$ cat config.mk
export PLATFORM = sky130hd
export DESIGN_NAME = fifo_rd_ctrl_flat
export DESIGN_NICKNAME = d
export VERILOG_FILES = /design/src/rtl/fifo_rd_ctrl_if.sv /design/src/rtl/fifo_rd_ctrl.sv /design/src/flat_wrapper.sv
export SDC_FILE = /design/constraint.sdc
export NUM_CORES = 1
export LEC_CHECK = 0
export CORE_UTILIZATION = 50
export DETAILED_ROUTE_END_ITERATION = 8
export PLACE_DENSITY = 0.8
export RECOVER_POWER = 50
export SLEW_MARGIN = 20
export SYNTH_ARGS = -nofsm -noshare
export SYNTH_HDL_FRONTEND = slang
export SYNTH_SLANG_ARGS = --single-unit
export TNS_END_PERCENT = 20
$ cat constraint.sdc
create_clock -name clk -period 3.1 [get_ports clk]
set_input_delay 0.465 -clock clk [delete_from_list [all_inputs] [get_ports clk]]
set_output_delay 0.465 -clock clk [all_outputs]
set_load 0.05 [all_outputs]
$ cat src/rtl/fifo_rd_ctrl_if.sv
// rtl/fifo_rd_ctrl_if.sv - downstream valid/ready word stream leaving the FIFO read controller
interface fifo_rd_ctrl_if #(
    parameter int DATA_WIDTH = 128
);
    logic                  o_valid;
    logic                  i_ready;
    logic [DATA_WIDTH-1:0] o_data;
    logic                  o_last;

    modport master (
        output o_valid,
        output o_data,
        output o_last,
        input  i_ready
    );

    modport slave (
        input  o_valid,
        input  o_data,
        input  o_last,
        output i_ready
    );
endinterface

$ cat src/rtl/fifo_rd_ctrl.sv
// rtl/fifo_rd_ctrl.sv - drains a burst of i_len words from the FIFO into a stream; optional stall abort under FIFO_RD_TIMEOUT_EN
module fifo_rd_ctrl #(
    parameter int DATA_WIDTH = 128,
    parameter int LEN_WIDTH  = 8
`ifdef FIFO_RD_TIMEOUT_EN
    ,
    parameter int TIMEOUT    = 256
`endif
) (
    input  logic                  clk,
    input  logic                  rstn,
    input  logic                  i_start,
    input  logic [LEN_WIDTH-1:0]  i_len,
    output logic                  o_busy,
    output logic                  o_done,
    output logic                  o_err,
    output logic                  o_rden,
    input  logic [DATA_WIDTH-1:0] i_rddata,
    input  logic                  i_empty,
    input  logic                  i_alm_empty,
    fifo_rd_ctrl_if.master        dn
);

    typedef enum logic [1:0] {
        S_IDLE  = 2'd0,
        S_RUN   = 2'd1,
        S_FLUSH = 2'd2
    } state_t;

    state_t                state;
    state_t                state_nxt;
    logic [LEN_WIDTH-1:0]  issue_cnt;
    logic [LEN_WIDTH-1:0]  deliver_cnt;
    logic                  inflight;
    logic [DATA_WIDTH-1:0] skid0;
    logic [DATA_WIDTH-1:0] skid1;
    logic [1:0]            buf_cnt;
    logic                  done_q;
    logic                  abort_q;

    logic                  head_valid;
    logic                  pop;
    logic [1:0]            occ_after_pop;
    logic                  start_ok;
    logic                  start_zero;
    logic                  burst_end;
    logic                  stall_hit;

    assign head_valid    = (buf_cnt != 2'd0);
    assign pop           = head_valid && dn.i_ready;
    // words held plus the word still coming back from the FIFO, after this cycle's pop
    assign occ_after_pop = buf_cnt + {1'b0, inflight} - {1'b0, pop};
    assign start_ok      = (state == S_IDLE) && i_start && (i_len != '0);
    assign start_zero    = (state == S_IDLE) && i_start && (i_len == '0);
    // an aborted burst ends once the buffer is empty; a normal one on the final pop
    assign burst_end     = abort_q ? (occ_after_pop == 2'd0)
                                   : (pop && (deliver_cnt == LEN_WIDTH'(1)));

`ifdef FIFO_RD_TIMEOUT_EN
    localparam int STALL_W = $clog2(TIMEOUT + 1);
    logic [STALL_W-1:0] stall_cnt;
    logic               stalling;
    logic               err_q;

    assign stalling  = (state == S_RUN) && (issue_cnt != '0) && i_empty;
    assign stall_hit = stalling && (stall_cnt == STALL_W'(TIMEOUT - 1));
    assign o_err     = err_q;

    // count consecutive cycles stuck on an empty FIFO; any read restarts the count
    always_ff @(posedge clk or negedge rstn) begin
        if (!rstn) begin
            stall_cnt <= '0;
            err_q     <= 1'b0;
        end else begin
            if (o_rden || (state != S_RUN)) begin
                stall_cnt <= '0;
            end else if (stalling) begin
                stall_cnt <= stall_cnt + STALL_W'(1);
            end
            err_q <= (state == S_FLUSH) && burst_end && abort_q;
        end
    end
`else
    assign stall_hit = 1'b0;
    assign o_err     = 1'b0;
`endif

    // state register
    always_ff @(posedge clk or negedge rstn) begin
        if (!rstn) begin
            state <= S_IDLE;
        end else begin
            state <= state_nxt;
        end
    end

    // next-state decision
    always_comb begin
        state_nxt = state;
        case (state)
            S_IDLE: begin
                if (start_ok) state_nxt = S_RUN;
            end
            S_RUN: begin
                if (stall_hit) begin
                    state_nxt = S_FLUSH;
                end else if (o_rden && (issue_cnt == LEN_WIDTH'(1))) begin
                    state_nxt = S_FLUSH;
                end
            end
            S_FLUSH: begin
                if (burst_end) state_nxt = S_IDLE;
            end
            default: state_nxt = S_IDLE;
        endcase
    end

    // FIFO read issue and busy flag; near empty only one read may be outstanding
    always_comb begin
        o_busy = (state != S_IDLE);
        o_rden = (state == S_RUN) && (issue_cnt != '0) && !i_empty &&
                 (occ_after_pop < 2'd2) && (!i_alm_empty || !inflight);
    end

    // burst counters, read-latency tracking, skid buffer and completion pulse
    always_ff @(posedge clk or negedge rstn) begin
        if (!rstn) begin
            issue_cnt   <= '0;
            deliver_cnt <= '0;
            inflight    <= 1'b0;
            skid0       <= '0;
            skid1       <= '0;
            buf_cnt     <= 2'd0;
            done_q      <= 1'b0;
            abort_q     <= 1'b0;
        end else begin
            if (start_ok) begin
                issue_cnt   <= i_len;
                deliver_cnt <= i_len;
                abort_q     <= 1'b0;
            end else begin
                if (o_rden) issue_cnt   <= issue_cnt - LEN_WIDTH'(1);
                if (pop)    deliver_cnt <= deliver_cnt - LEN_WIDTH'(1);
                if (stall_hit) abort_q  <= 1'b1;
            end
            inflight <= o_rden;
            case ({inflight, pop})
                2'b10: begin
                    if (buf_cnt == 2'd0) skid0 <= i_rddata;
                    else                 skid1 <= i_rddata;
                    buf_cnt <= buf_cnt + 2'd1;
                end
                2'b01: begin
                    skid0   <= skid1;
                    buf_cnt <= buf_cnt - 2'd1;
                end
                2'b11: begin
                    if (buf_cnt == 2'd1) begin
                        skid0 <= i_rddata;
                    end else begin
                        skid0 <= skid1;
                        skid1 <= i_rddata;
                    end
                end
                default: ;
            endcase
            done_q <= start_zero || ((state == S_FLUSH) && burst_end);
        end
    end

    assign o_done     = done_q;
    assign dn.o_valid = head_valid;
    assign dn.o_data  = skid0;
    assign dn.o_last  = head_valid && (deliver_cnt == LEN_WIDTH'(1)) && !abort_q;

endmodule

$ cat src/flat_wrapper.sv
// flat-port wrapper written by rule: the top's interface ports become plain ports
module fifo_rd_ctrl_flat 
#(
    parameter int DATA_WIDTH = 128,
    parameter int LEN_WIDTH  = 8

)
  (clk, rstn, i_start, i_len, o_busy, o_done, o_err, o_rden, i_rddata, i_empty, i_alm_empty, dn_o_valid, dn_o_data, dn_o_last, dn_i_ready);
  fifo_rd_ctrl_if #(.DATA_WIDTH(DATA_WIDTH)) dn_i ();
  input  logic clk;
  input  logic rstn;
  input  logic i_start;
  input  logic [LEN_WIDTH-1:0] i_len;
  output logic o_busy;
  output logic o_done;
  output logic o_err;
  output logic o_rden;
  input  logic [DATA_WIDTH-1:0] i_rddata;
  input  logic i_empty;
  input  logic i_alm_empty;
  output wire logic [$bits(dn_i.o_valid)-1:0] dn_o_valid;
  output wire logic [$bits(dn_i.o_data)-1:0] dn_o_data;
  output wire logic [$bits(dn_i.o_last)-1:0] dn_o_last;
  input wire logic [$bits(dn_i.i_ready)-1:0] dn_i_ready;
  assign dn_o_valid = dn_i.o_valid;
  assign dn_o_data = dn_i.o_data;
  assign dn_o_last = dn_i.o_last;
  assign dn_i.i_ready = dn_i_ready;
  fifo_rd_ctrl #(.DATA_WIDTH(DATA_WIDTH), .LEN_WIDTH(LEN_WIDTH)) u_core (.clk(clk), .rstn(rstn), .i_start(i_start), .i_len(i_len), .o_busy(o_busy), .o_done(o_done), .o_err(o_err), .o_rden(o_rden), .i_rddata(i_rddata), .i_empty(i_empty), .i_alm_empty(i_alm_empty), .dn(dn_i));
endmodule
==> summary.md <==
The worst hold path terminates at u_core.dn.o_data[99]. The detailed-route vias per instance is 5.20. The run finished, with violations left. The root buffer cell chosen for the clock tree is sky130_fd_sc_hd__clkbuf_16.

The first global-routing pass estimated 43300 µm of wire. The worst setup slack for register-to-register paths is 0.36 ns. The initial core utilization was 0.509. For the final routed database, the setup TNS stands at 0 ns.

The run gives 0 as the number of nets with antenna violations after detailed routing. The Yosys warning count is 0, and the area growth from synthesis to final layout is 34.2%. The start point of the worst min-delay path is u_core.dn.o_data[99]. The final period utilization is 0.941. The element type at the critical path start is a flip-flop. The worst path needs 2.92 ns of the cycle, external delays included. The die is 157 µm wide. The number of nets in the synthesized netlist is 1125. The type of the worst setup path was flip-flop to output pin. The number of setup violations in the final report is 0. Placed instance area: 15100 µm². The fraction of registers with async set/reset is 1.00, and the wire length per cell after detailed routing is 16.9 µm. The initial antenna violation count came out at 2. For the sequential area share after synthesis, the log shows 0.582. Counting the buffers created by CTS gives 29. Buffers placed on the I/O ports in this run total 274.

The worst setup path is captured at an output pin. Via total after detailed routing: 8227. In this run the cell area of the synthesized design comes to 11900 µm².

After clock tree synthesis, the clock-pin slew on the worst setup and hold paths is 0.06 ns. The average instance in the mapped netlist occupies 12.3 µm². The power after layout came out at 19.2 mW.

The cell count after synthesis came out at 975. The overall fraction of global-route tracks in use was 0.220; the count of clock tree sinks was 278. The class of the most critical hold timing path was flip-flop to flip-flop. For the final database, setup skew stands at 0.00983 ns. The startpoint identified for the worst register-to-register timing path is u_core.buf_cnt[1]. Setup repair after global routing left no endpoint under its margin.

VDD sags by at most 0.000667 V. Timing would allow up to 343 MHz. The standby leakage power is 7.27 nW, and the count of boundary I/O pins is 276. The count of pins over their slew limit was 72. The tools report the overall routed net length as 26800 µm. Sorting the synthesized cells by area gives the leading types as sky130_fd_sc_hd__dfrtp_1 58%, sky130_fd_sc_hd__mux2_2 12%, sky130_fd_sc_hd__mux2i_1 11%. For this run the aggregate overflow at the end of global routing stands at 0. Entering global routing, the biggest net connects 155 pins. The transition time of the tightest slew-check pin is 1.96 ns, and the core area is 23500 µm². The total of fill cells in the finished design was 1681; the number of different library cells in the post-synthesis netlist was 53. The number of cells on the worst hold path was 2; the detailed-placement wirelength estimate was 17700 µm. The maximum level of the CTS H-tree was 1. In this run the power density over the cells is 1200 nW/µm². TritonCTS built the clock tree. The checks that failed: capacitance limit, slew limit.

The biggest area contributor in the post-synthesis netlist is sky130_fd_sc_hd__dfrtp_1. In the routed design, unresolved DRC markers number 0. The number of enable flip-flop cells after synthesis works out to 0. The critical-path maximum fanout is 7, and the number of flip-flops and latches in the synthesized netlist is 278. The tools report the maximum clock insertion buffer count as 3.

The number of violations of the max-capacitance limit is 1. Number of failing hold endpoints at the final stage: 0. For the worst-skew pair, the clock arrives at the later sink with an insertion delay of 0.53 ns.

After the first detailed-routing iteration, the DRC count stood at 383. For this run, the leading register cell type out of synthesis is sky130_fd_sc_hd__dfrtp_1. The area share of the leading cell type in the synthesized netlist is 0.582, and the number of nets in the finished design is 1389. The remaining max-slew budget at the tightest pin was -0.307. The standard-cell row count is 56, and the layout cell share with drive strength beyond 1 is 0.167. STA puts the critical path data required time at 2.63 ns. Chip height: 157 µm.

The floorplan step defined a die boundary enclosing 24500 µm². The congestion estimate from routability-driven global placement came to 0.832. Data on the critical path arrives at its endpoint at 2.45 ns.

The via count of the first global-routing pass is 8412, and the worst-case reg-to-reg path depth is 7. The finished layout cell area was 16000 µm²; the count of TritonRoute iterations in the first routing pass was 4. In this run the critical register-to-register path is captured at u_core.dn.o_data[93].
-- synth_stat cells (3+ instances only) --
cell and number:
sky130_fd_sc_hd__nand3_1 6, sky130_fd_sc_hd__buf_4 3, sky130_fd_sc_hd__a21oi_1 4, sky130_fd_sc_hd__inv_1 10, sky130_fd_sc_hd__o21ai_0 136, sky130_fd_sc_hd__ha_1 8, sky130_fd_sc_hd__clkbuf_1 14, sky130_fd_sc_hd__dfrtp_1 278
sky130_fd_sc_hd__nor2_1 12, sky130_fd_sc_hd__buf_2 40, sky130_fd_sc_hd__nor4_1 3, sky130_fd_sc_hd__mux2_2 128, sky130_fd_sc_hd__xor2_1 3, sky130_fd_sc_hd__mux2i_1 130, sky130_fd_sc_hd__nor3_1 5, sky130_fd_sc_hd__nand2_1 147
sky130_fd_sc_hd__xnor2_1 5
-- layer usage --
| metal | wire length, µm | part of all wire | vias to the layer above | global-route usage |
|---|---|---|---|---|
| met1 | 11100 | 0.42 | 4025 | 0.280 |
| met3 | 1770 | 0.066 | 51 | 0.0554 |
| met4 | 811 | 0.030 | 0 | 0.0817 |
| li1 | - | - | 3930 | - |
| met2 | 13100 | 0.49 | 221 | 0.364 |
| met5 | 0 | 0 | - | 0 |
-- kinds of logic (layout without fill, tap and decap cells) --
kind of cell | count (synthesis) | after routing | share of synthesized area
other | 1 | 3 | 0.000314
AO/OA/AOI/OAI | 159 | 159 | 0.0729
multiplexers | 258 | 258 | 0.230
AND/OR/NAND/NOR | 192 | 192 | 0.0699
flip-flops | 278 | 278 | 0.582
adder cells (fa/ha/maj) | 8 | 8 | 0.00838
buffers and inverters | 70 | 357 | 0.0287
XOR/XNOR | 9 | 9 | 0.00775
-- stage by stage --
step           utilization  instances  hold WS (ns)  worst slack (ns)
2_1_floorplan            -        975         0.169             0.501
3_5_place_dp         0.642       1525         0.469             0.182
5_1_grt              0.683       1583         0.494            0.0403
4_1_cts              0.685       1581         0.483            0.0311
3_3_place_gp         0.642       1525         0.460             0.255
6_report             0.683       1583         0.476             0.184
-- sequential cells by signal (all words and copies together), names as in the netlist --
signal              cells
u_core.skid1          128
u_core.issue_cnt        8
u_core.buf_cnt          2
u_core.inflight         1
u_core.deliver_cnt      8
u_core.dn.o_data      128
u_core.o_done           1
u_core.state            2
-- final cells by class --
type                    instances  area, µm²  share of cell area
flip-flops and latches        278       6960               0.434
clock buffers                  43        908              0.0567
multi-input cells             627       4680               0.292
diodes                          2       5.00            0.000312
well taps                     319        399              0.0249
clock inverters                11       62.6             0.00390
repair buffers                293       2990               0.186
inverters                      10       37.5             0.00234
-- cell usage in the layout (no fill, tap or decap), drive strengths merged, types with 3 or more instances in the layout --
cell type,synthesis,routed
a21oi,4,4
buf,46,16
clkbuf,14,47
clkdlybuf4s50,0,271
clkinv,0,10
dfrtp,278,278
ha,8,8
inv,10,11
mux2,128,128
mux2i,130,130
nand2,147,147
nand3,6,6
nor2,12,12
nor3,5,5
nor4,3,3
o21ai,138,138
or4,3,3
xnor2,5,5
xor2,3,3
-- worst max-delay path, cell delays in order (launching register included) --
cell and delay, ns:
sky130_fd_sc_hd__dfrtp_1 0.37, sky130_fd_sc_hd__inv_1 0.09, sky130_fd_sc_hd__ha_4 0.20, sky130_fd_sc_hd__nor2b_1 0.18
sky130_fd_sc_hd__inv_2 0.11, sky130_fd_sc_hd__ha_4 0.25, sky130_fd_sc_hd__nor2b_2 0.11, sky130_fd_sc_hd__xnor3_1 0.24
sky130_fd_sc_hd__and3_4 0.22, sky130_fd_sc_hd__buf_12 0.15
-- how the worst max path moves through the flow --
stage / slack, ns / cells after the start / startpoint / endpoint
floorplan: 0.50 / 10 / u_core.buf_cnt[0] / o_rden
global placement: 0.25 / 8 / dn_i_ready / o_rden
detailed placement: 0.18 / 8 / dn_i_ready / o_rden
CTS: 0.03 / 9 / u_core.buf_cnt[1] / o_rden
global route: 0.04 / 9 / u_core.buf_cnt[1] / o_rden
finish: 0.18 / 9 / u_core.buf_cnt[1] / o_rden
-- where the power goes --
part	total (mW)	leakage (nW)	switching [mW]	internal (mW)
clock	3.42	0.496	1.40	2.02
combinational	9.37	3.39	5.61	3.76
sequential	6.43	3.38	0.981	5.44
total	19.2	7.27	7.99	11.2
-- what timing repair did --
action,in CTS,in global routing
hold buffers,1,0
endpoints found under the hold margin,70,0
gates cloned,0,0
buffers inserted,1,0
setup endpoints to repair,1,2
gates resized for setup,4,4
Power figures use the tool's default switching activity.
